**src/rtl/button_pkg.sv**
```systemverilog
// Shared types and helpers for the push-button conditioning logic.
package button_pkg;

    // Debounce FSM states.
    typedef enum logic [1:0] {
        IDLE,
        PRESS_WAIT,
        PRESSED,
        RELEASE_WAIT
    } btn_state_t;

    localparam int unsigned CLK_HZ = 125_000_000;

    // Convert a duration in milliseconds to system clock cycles.
    function automatic int unsigned ms_to_cycles(input int unsigned ms);
        return (CLK_HZ / 1000) * ms;
    endfunction

endpackage

```
**src/rtl/sync_2ff.sv**
```systemverilog
// 1-bit two-flop synchroniser for asynchronous pad inputs.
module sync_2ff #(
    parameter bit RESET_VAL = 1'b0
) (
    input  logic clk_i,
    input  logic rst_ni,
    input  logic d_i,
    output logic q_o
);

    logic meta_q;
    logic sync_q;

    // Two back-to-back flops give the first one a full cycle to resolve metastability.
    always_ff @(posedge clk_i or negedge rst_ni) begin
        if (!rst_ni) begin
            meta_q <= RESET_VAL;
            sync_q <= RESET_VAL;
        end else begin
            meta_q <= d_i;
            sync_q <= meta_q;
        end
    end

    assign q_o = sync_q;

endmodule

```
**src/rtl/button_debounce.sv**
```systemverilog
// Push-button conditioner: sync, debounce, level plus press/release/long-press strobes.
// Long-press detection is built only when BUTTON_DEBOUNCE_LONG_PRESS_EN is defined;
// otherwise long_pulse is tied low and LONG_CYCLES is unused.
module button_debounce
    import button_pkg::*;
#(
    parameter int unsigned DEBOUNCE_CYCLES = ms_to_cycles(10),
    parameter int unsigned LONG_CYCLES     = ms_to_cycles(1000),
    parameter bit          BTN_ACTIVE_HIGH = 1'b1
) (
    input  logic clk,
    input  logic rst_n,
    input  logic btn_raw,
    output logic btn_level,
    output logic press_pulse,
    output logic release_pulse,
    output logic long_pulse
);

    localparam int unsigned     CntW    = $clog2(DEBOUNCE_CYCLES + 1);
    localparam logic [CntW-1:0] CntLast = CntW'(DEBOUNCE_CYCLES - 1);

    logic            btn_in;
    logic            btn_sync;
    btn_state_t      state_q;
    logic [CntW-1:0] cnt_q;
    logic            level_q;
    logic            press_q;
    logic            release_q;
    logic            press_accept;

    // Normalise polarity before synchronising so reset value 0 always means released.
    assign btn_in = BTN_ACTIVE_HIGH ? btn_raw : ~btn_raw;

    sync_2ff #(
        .RESET_VAL (1'b0)
    ) u_sync (
        .clk_i  (clk),
        .rst_ni (rst_n),
        .d_i    (btn_in),
        .q_o    (btn_sync)
    );

    // Debounce FSM: a change is accepted only after DEBOUNCE_CYCLES stable samples.
    always_ff @(posedge clk or negedge rst_n) begin
        if (!rst_n) begin
            state_q   <= IDLE;
            cnt_q     <= '0;
            level_q   <= 1'b0;
            press_q   <= 1'b0;
            release_q <= 1'b0;
        end else begin
            press_q   <= 1'b0;
            release_q <= 1'b0;
            unique case (state_q)
                IDLE: begin
                    if (btn_sync) begin
                        state_q <= PRESS_WAIT;
                        cnt_q   <= '0;
                    end
                end
                PRESS_WAIT: begin
                    if (!btn_sync) begin
                        state_q <= IDLE;
                        cnt_q   <= '0;
                    end else if (cnt_q == CntLast) begin
                        state_q <= PRESSED;
                        level_q <= 1'b1;
                        press_q <= 1'b1;
                    end else begin
                        cnt_q <= cnt_q + 1'b1;
                    end
                end
                PRESSED: begin
                    if (!btn_sync) begin
                        state_q <= RELEASE_WAIT;
                        cnt_q   <= '0;
                    end
                end
                RELEASE_WAIT: begin
                    if (btn_sync) begin
                        // Release bounce: fall back without a strobe.
                        state_q <= PRESSED;
                        cnt_q   <= '0;
                    end else if (cnt_q == CntLast) begin
                        state_q   <= IDLE;
                        level_q   <= 1'b0;
                        release_q <= 1'b1;
                    end else begin
                        cnt_q <= cnt_q + 1'b1;
                    end
                end
                default: begin
                    state_q <= IDLE;
                    cnt_q   <= '0;
                end
            endcase
        end
    end

    assign press_accept = (state_q == PRESS_WAIT) && btn_sync && (cnt_q == CntLast);

`ifdef BUTTON_DEBOUNCE_LONG_PRESS_EN
    localparam int unsigned      HoldW    = $clog2(LONG_CYCLES + 1);
    localparam logic [HoldW-1:0] HoldLast = HoldW'(LONG_CYCLES - 1);

    logic [HoldW-1:0] hold_cnt_q;
    logic             long_done_q;
    logic             long_q;

    // Hold timer runs only in PRESSED (pauses in RELEASE_WAIT) and fires once per press.
    always_ff @(posedge clk or negedge rst_n) begin
        if (!rst_n) begin
            hold_cnt_q  <= '0;
            long_done_q <= 1'b0;
            long_q      <= 1'b0;
        end else begin
            long_q <= 1'b0;
            if (press_accept) begin
                hold_cnt_q  <= '0;
                long_done_q <= 1'b0;
            end else if ((state_q == PRESSED) && !long_done_q) begin
                if (hold_cnt_q == HoldLast) begin
                    long_q      <= 1'b1;
                    long_done_q <= 1'b1;
                end else begin
                    hold_cnt_q <= hold_cnt_q + 1'b1;
                end
            end
        end
    end

    assign long_pulse = long_q;
`else
    assign long_pulse = 1'b0;
`endif

    assign btn_level     = level_q;
    assign press_pulse   = press_q;
    assign release_pulse = release_q;

endmodule

```
**config.mk**
```make
export PLATFORM = sky130hd
export DESIGN_NAME = button_debounce
export DESIGN_NICKNAME = d
export VERILOG_FILES = /design/src/rtl/button_pkg.sv /design/src/rtl/sync_2ff.sv /design/src/rtl/button_debounce.sv
export SDC_FILE = /design/constraint.sdc
export NUM_CORES = 1
export LEC_CHECK = 0
export CORE_MARGIN = 5
export CORE_UTILIZATION = 50
export DETAILED_ROUTE_END_ITERATION = 7
export PLACE_DENSITY = 0.71
export SLEW_MARGIN = 20
export SYNTH_ARGS = -nofsm -noshare
export SYNTH_HDL_FRONTEND = slang
export SYNTH_SLANG_ARGS = --single-unit
export TNS_END_PERCENT = 50
```
**constraint.sdc**
```tcl
create_clock -name clk -period 2.1 [get_ports clk]
set_clock_uncertainty 0.2 [all_clocks]
set_input_delay 0.21 -clock clk [delete_from_list [all_inputs] [get_ports clk]]
set_output_delay 0.21 -clock clk [all_outputs]
set_load 0.03 [all_outputs]
```
==> results of run 1 <==
[layer usage]
layer | wire length (um) | part of all wire, % | track usage, % | vias up
li1 | - | - | - | 658
met5 | 0 | 0 | 0 | -
met2 | 1727 | 49 | 31.23 | 38
met4 | 36 | 1.0 | 5.699 | 0
met1 | 1593 | 46 | 24.86 | 644
met3 | 143 | 4.1 | 3.077 | 4
[sequential cells by signal, summed over array words and instances, names as in the netlist, named ones only]
register and flops:
cnt_q 21, btn_level 1, state_q 1, u_sync.meta_q 1, release_pulse 1, press_pulse 1
u_sync.q_o 1
[path summary, 6_finish.rpt]
kind	slack, ns	end	startpoint
setup reg to reg	0.03	cnt_q[0]	cnt_q[14]
max in group asynchronous	1.40	cnt_q[11]	rst_n
min in group clk	0.11	u_sync.meta_q	btn_raw
setup / recovery	0.03	cnt_q[0]	cnt_q[14]
hold / removal	0.04	cnt_q[19]	rst_n
hold reg to reg	0.18	u_sync.q_o	u_sync.meta_q
[synth_stat cells (all sizes together), types with 2 or more instances]
cell type	count	area share, %
dfrtp	28	46
nand2	16	3.9
nand3	11	3.6
nand4	10	4.5
nor2	10	2.4
a21oi	8	2.6
inv	6	1.5
or3	6	2.4
clkbuf	5	1.2
nor4	5	3.0
or4	5	2.7
xnor2	5	2.8
xor2	5	2.8
o21ai	4	1.3
and2	3	1.2
and3	3	1.2
nor3	3	0.98
or4b	3	2.0
a31oi	2	0.81
a41oi	2	1.1
and4	2	1.1
buf	2	0.81
mux2	2	1.5
nor3b	2	0.98
o211ai	2	0.98
o22ai	2	0.81
[per-stage QoR]
stage | worst slack (ns) | std cells | hold slack (ns) | total power [mW]
4_1_cts | -0.003739 | 224 | 0.03556 | 1.043
6_report | 0.03362 | 226 | 0.03583 | 1.044
5_1_grt | -0.02781 | 226 | 0.03796 | 1.098
3_3_place_gp | 0.02599 | 219 | 0.1398 | 0.6763
2_1_floorplan | -0.009507 | 164 | -0.2856 | 0.6326
3_5_place_dp | 0.01045 | 219 | 0.1504 | 0.6812
[cells by family (layout without fill, tap and decap cells)]
family / after synthesis / after routing / share of synthesized area, %
AO/OA/AOI/OAI: 25 / 25 / 10.33
adder cells (fa/ha/maj): 1 / 1 / 0.8129
multiplexers: 3 / 3 / 2.114
flip-flops: 28 / 28 / 45.53
AND/OR/NAND/NOR: 83 / 83 / 31.79
buffers and inverters: 13 / 42 / 3.496
other: 1 / 1 / 0.2437
XOR/XNOR: 10 / 10 / 5.691
[worst max-delay path, cell delays in order, from the launching register on]
cell and delay, ns:
dfrtp_1 0.43, or4_4 0.55, nor4_4 0.31, buf_6 0.18
mux2_4 0.30, nand2_1 0.06
[power by group through the flow]
stage | Clock, mW | Sequential (mW) | Combinational [mW]
6_report | 0.355 | 0.565 | 0.124
5_1_grt | 0.390 | 0.567 | 0.141
4_1_cts | 0.365 | 0.564 | 0.114
3_5_place_dp | 0 | 0.578 | 0.103
3_3_place_gp | 0 | 0.575 | 0.101
2_1_floorplan | 0 | 0.576 | 0.0567
[cell type report]
cell class                 count  area share, %
tap                           33          2.178
clock buffer                   3          1.188
clock inverter                 1          1.584
timing repair buffer          32          13.53
sequential                    28          36.96
inverter                       6          1.188
multi-input combinational    123          43.37
[timing repair]
item,CTS,global route
hold buffers,0,0
resized for setup,1,8
setup buffers,1,2
endpoints found under the setup margin,4,13
pin swaps,0,7
==> impl_metrics.py, run 1 <==
metrics = {
    "global_route": {
        "initial_antenna_violation_count": 0,
        "pin_count_of_the_biggest_net_entering_global_routing": 29,
        "first_global_vias": 1365,
        "grt_first_pass_wirelength_um": 6320,
        "grt_overflow": 0,
        "grt_util_all_layers_pct": 18.72,
    },
    "power": {
        "total_leakage_power_nw": 0.8052,
        "internal_power_contribution_mw": 0.8007,
        "power.share.combinational_pct": 11.9,
        "clockPowerShare_pct": 34.0,
        "power.density_cell_area_nw_per_um2": 550.7,
        "seqPwrFrac_pct": 54.1,
        "ir_worst_vdd_v": 0.0003262,
        "swShare_pct": 23.30,
        "total_switching_power_mw": 0.2433,
    },
    "synth": {
        "syn_avg_cell_area_um2": 9.384,
        "yosys_most_used_dff": "dfrtp_1",
        "post_synth_instance_area_um2": 1539,
        "synthesis.instances": 164,
        "ys_seq_area_share_pct": 45.53,
        "synth-edff-count": 0,
        "post_synth_net_total": 168,
        "synth_async_sr_flop_share_pct": 100.0,
        "yosys.cell_types.count": 43,
        "synth.yosys.warnings": 0,
        "synth-seq-cells": 28,
    },
    "clocking": {
        "cts_sinks": 28,
        "tritoncts": "done",
        "cts_htree_levels": 1,
        "clkLatencyLatePin_ns": 0.32,
        "cts.path.max_buffers": 2,
        "clkTransAtPathRegs_ns": 0.16,
        "tritoncts.num_buffers": 3,
        "clockRootBuffer": "clkbuf_4",
    },
    "timing": {
        "final_min_period_over_clock_period_pct": 98.40,
        "rsz0062_at_grt": "yes",
        "finalWorstPathRequiredPeriod_ns": 2.066,
        "hold_viol": 0,
        "setup_violators_final": 0,
        "final.setup.tns_ns": 0,
        "maxSlewViolCount": 0,
        "max_freq_mhz": 483.9,
    },
    "place": {
        "place_area_um2": 1784,
        "io_buffer_count": 5,
        "gp_congestion": 0.8872,
        "dpl.hpwl_um": 2569,
    },
    "cells_and_area": {
        "final_core_utilization_pct": 63.13,
        "nNetsFinal": 198,
        "num-fill-cells": 251,
        "drive_above_1_share_pct": 23.83,
        "finalInstanceArea_um2": 1896,
        "sequential_cell_area_um2": 700.7,
        "area_of_the_multi_input_gates_um2": 822.0,
        "area.growth.synth_to_final_pct": 23.17,
        "final_common_cell": "dfrtp_1",
        "antenna_cells_inserted": 0,
        "mostFrequentLayoutCells": "28 x dfrtp_1, 26 x buf_4, 16 x nand2_1",
    },
    "floorplan": {
        "floorplan.rows": 20,
        "dieArea_um2": 4288,
        "starting_density_of_the_core_pct": 51.25,
        "fp.coreArea_um2": 3003,
        "io_pins": 7,
        "die_w_um": 65.48,
        "die_h_um": 65.48,
    },
    "routing": {
        "avgViaCountPerCell": 5.947,
        "postRouteWirelength_um": 3501,
        "drt-wirelength-per-cell_um": 15.49,
        "vias": 1344,
        "antenna_violating_nets_left": 0,
        "drt_pass1_iterations": 4,
        "drt_iter0_drc": 79,
        "drc_errors": 0,
    },
    "critical_path": {
        "worstRegToRegCells": 5,
        "startpoint_type": "flop",
        "critPathCaptureType": "flop",
        "required_ns": 2.18,
        "cp_max_fo": 7,
        "critical_path_class": "flop to flop",
        "cp.arrival_ns": 2.15,
    },
    "status": {
        "status": "complete, no violations",
    },
    "job": {
        "max_cap_violations": 0,
    },
    "hold_path": {
        "hold_path_class": "input port to asynchronous set/reset pin",
    },
}
Power figures use the tool's default switching activity.
==> run 2, diff against run 1 <==
--- a/config.mk
+++ b/config.mk
@@ -5,10 +5,12 @@
 export SDC_FILE = /design/constraint.sdc
 export NUM_CORES = 1
 export LEC_CHECK = 0
+export ABC_AREA = 1
+export CAP_MARGIN = 20
 export CORE_MARGIN = 5
 export CORE_UTILIZATION = 50
 export DETAILED_ROUTE_END_ITERATION = 7
-export PLACE_DENSITY = 0.71
+export PLACE_DENSITY = 0.7
 export SLEW_MARGIN = 20
 export SYNTH_ARGS = -nofsm -noshare
 export SYNTH_HDL_FRONTEND = slang
==> impl_metrics.py, run 2 <==
metrics = {
    "status": {
        "status": "complete, no violations",
    },
    "synth": {
        "top_cells_by_count_synth": "50 x nand2_1, 28 x dfrtp_1, 26 x nor2_1",
        "post_synth_xor_xnor_area_pct": 0.5263,
        "syn_avg_cell_area_um2": 7.850,
        "yosys_most_used_dff": "dfrtp_1",
        "ys_seq_area_share_pct": 42.11,
        "yosys.cell_types.count": 33,
        "synth-seq-cells": 28,
        "yosys-top-cells-area": "dfrtp_1 42%, nand2_1 11%, nor2_1 5.9%",
        "synth.yosys.warnings": 0,
        "synth_async_sr_flop_share_pct": 100.0,
        "synth_most_common_cell": "nand2_1",
        "synth_compound_area_share_pct": 8.421,
        "post_synth_net_total": 216,
        "synth_area_leader_cell": "dfrtp_1",
        "synth.top_cell.area_share_pct": 42.11,
        "area_share_of_and_or_nand_nor_cells_after_synthesis_pct": 40.08,
        "synth_mux_area_share_pct": 0,
        "post_synth_instance_area_um2": 1664,
        "synth-edff-count": 0,
        "synthesis.instances": 212,
        "synth_fa_ha_area_share_pct": 0.7519,
        "largest_family_of_logic_cells_by_synthesized_area": "simple AND/OR/NAND/NOR gates",
    },
    "global_route": {
        "grt_overflow": 0,
        "grt_first_pass_wirelength_um": 6072,
        "grt_util_all_layers_pct": 17.46,
        "first_global_vias": 1363,
        "initial_antenna_violation_count": 0,
        "pin_count_of_the_biggest_net_entering_global_routing": 29,
    },
    "critical_path": {
        "startpoint_type": "flop",
        "critPathCaptureType": "output pin",
        "critPathTopFamily": "buffers and inverters",
        "critical_path_class": "flop to output pin",
        "cp.arrival_ns": 1.38,
        "path_cells": "clkdlybuf4s50_1",
        "crit_buf_inv": 1,
        "critical_path.max_stage_delay_ns": 0.67,
        "cp_max_fo": 2,
        "crit_slowest_cell": "clkdlybuf4s50_1",
        "required_ns": 1.69,
    },
    "clocking": {
        "post-cts-setup-buffers": 0,
        "cts_sinks": 28,
        "clkLatencyLatePin_ns": 0.33,
        "tritoncts.num_buffers": 3,
        "ctsResizeCount": 0,
        "clkTransAtPathRegs_ns": 0.15,
        "clockRootBuffer": "clkbuf_4",
        "ctsHoldBuffers": 0,
        "cts.path.max_buffers": 2,
        "tritoncts": "done",
        "cts_htree_levels": 1,
    },
    "routing": {
        "wl_met3_um": 135,
        "drt_pass1_iterations": 5,
        "drt-wirelength-per-cell_um": 12.35,
        "postRouteWirelength_um": 3272,
        "route.top_layer_used": "met4",
        "avgViaCountPerCell": 5.098,
        "met2_length_um": 1520,
        "drc_errors": 0,
        "drt_iter0_drc": 64,
        "vias": 1351,
        "antenna_violating_nets_left": 0,
        "met1Wirelength_um": 1547,
    },
    "place": {
        "dpl.cell_count": 261,
        "detailedPlace.worstSlack_ns": 0.3918,
        "dpl.hpwl_um": 2466,
        "gp_congestion": 0.8366,
        "place_area_um2": 1745,
        "io_buffer_count": 5,
    },
    "floorplan": {
        "die_h_um": 67.69,
        "starting_density_of_the_core_pct": 50.67,
        "dieArea_um2": 4582,
        "fp.coreArea_um2": 3284,
        "die_w_um": 67.69,
        "io_pins": 7,
        "floorplan.rows": 21,
    },
    "cells_and_area": {
        "nNetsFinal": 224,
        "max_ffs_per_register": 21,
        "num-fill-cells": 314,
        "layoutNonFillerInstCount": 265,
        "final_core_utilization_pct": 54.74,
        "largest-register": "cnt_q",
        "antenna_cells_inserted": 0,
        "final_common_cell": "nand2_1",
        "mostFrequentLayoutCells": "50 x nand2_1, 28 x dfrtp_1, 26 x nor2_1",
        "finalInstanceArea_um2": 1798,
        "area.growth.synth_to_final_pct": 8.045,
        "drive_above_1_share_pct": 18.72,
    },
    "power": {
        "total_power_mw": 0.9639,
        "power.density_cell_area_nw_per_um2": 536.1,
        "ir_worst_vdd_v": 0.0003424,
        "seqPwrFrac_pct": 57.3,
        "total_switching_power_mw": 0.2081,
        "power.share.combinational_pct": 6.4,
        "clockPowerShare_pct": 36.2,
        "swShare_pct": 21.59,
        "total_leakage_power_nw": 0.7450,
        "internal_power_contribution_mw": 0.7558,
    },
    "timing": {
        "hold_viol": 0,
        "fin_ws_ns": 0.3141,
        "finalWorstPathRequiredPeriod_ns": 1.786,
        "setup_violators_final": 0,
        "final_min_period_over_clock_period_pct": 85.04,
        "worst_hold_slack_ns": 0.03247,
        "maxSlewViolCount": 0,
        "final.setup.tns_ns": 0,
        "rsz0062_at_grt": "no",
        "max_freq_mhz": 560.0,
    },
    "job": {
        "max_cap_violations": 0,
    },
    "hold_path": {
        "hold_path_class": "input port to asynchronous set/reset pin",
    },
}
-- run 2: changes by cell type in the layout (fill, tap and decap cells not counted), moves of 5 or more --
cell	before	now
xnor2_1	5	0
nor2_1	10	26
nand3_1	9	18
inv_1	6	19
nor2_2	0	9
nand2_1	16	50
buf_4	26	1
inv_2	0	7
o21ai_0	4	10
or3_1	6	0
-- run 2: area by class of cell --
| class | instances | area, um2 | share of cell area, % |
|---|---|---|---|
| sequential | 28 | 700.7 | 38.97 |
| multi-input combinational | 155 | 832.0 | 46.28 |
| inverter | 26 | 97.59 | 5.428 |
| clock buffer | 3 | 22.52 | 1.253 |
| timing repair buffer | 6 | 57.56 | 3.201 |
| tap | 46 | 57.56 | 3.201 |
| clock inverter | 1 | 30.03 | 1.670 |
-- run 2: path summary, 6_finish.rpt --
check / startpoint / endpoint / slack, ns / depth (start not counted)
hold reg to reg: u_sync.meta_q / u_sync.q_o / 0.17 / 0
hold / removal: rst_n / press_pulse / 0.03 / 2
max in group asynchronous: rst_n / cnt_q[10] / 1.40 / 2
min in group clk: btn_raw / u_sync.meta_q / 0.10 / 1
setup reg to reg: state_q[0] / cnt_q[5] / 0.34 / 6
setup / recovery: btn_level / btn_level / 0.31 / 1
-- run 2: worst register-to-register path: stages (launching register included) --
cell,delay (ns)
dfrtp_1,0.56
inv_2,0.20
nor2_8,0.24
inv_2,0.08
nand2_4,0.15
inv_1,0.11
nor3b_2,0.17
-- run 2: cell families (layout without fill, tap and decap cells) --
kind of cell             count (synthesis)  in the layout
AO/OA/AOI/OAI                           23             23
XOR/XNOR                                 1              1
adder cells (fa/ha/maj)                  1              1
buffers and inverters                   29             36
flip-flops                              28             28
other                                    1              1
AND/OR/NAND/NOR                        129            129
-- run 2: power by group through the flow --
stage | sequential [mW] | combinational [mW] | clock, mW
global route | 0.554 | 0.0723 | 0.388
floorplan | 0.560 | 0.0486 | 0
global placement | 0.562 | 0.0628 | 0
finish | 0.553 | 0.0621 | 0.349
CTS | 0.553 | 0.0634 | 0.366
detailed placement | 0.563 | 0.0631 | 0
-- run 2: layer usage --
layer,global-route usage (%),up-vias
li1,-,695
met3,4.493,8
met2,26.85,25
met5,0,-
met1,23.21,623
met4,7.089,0
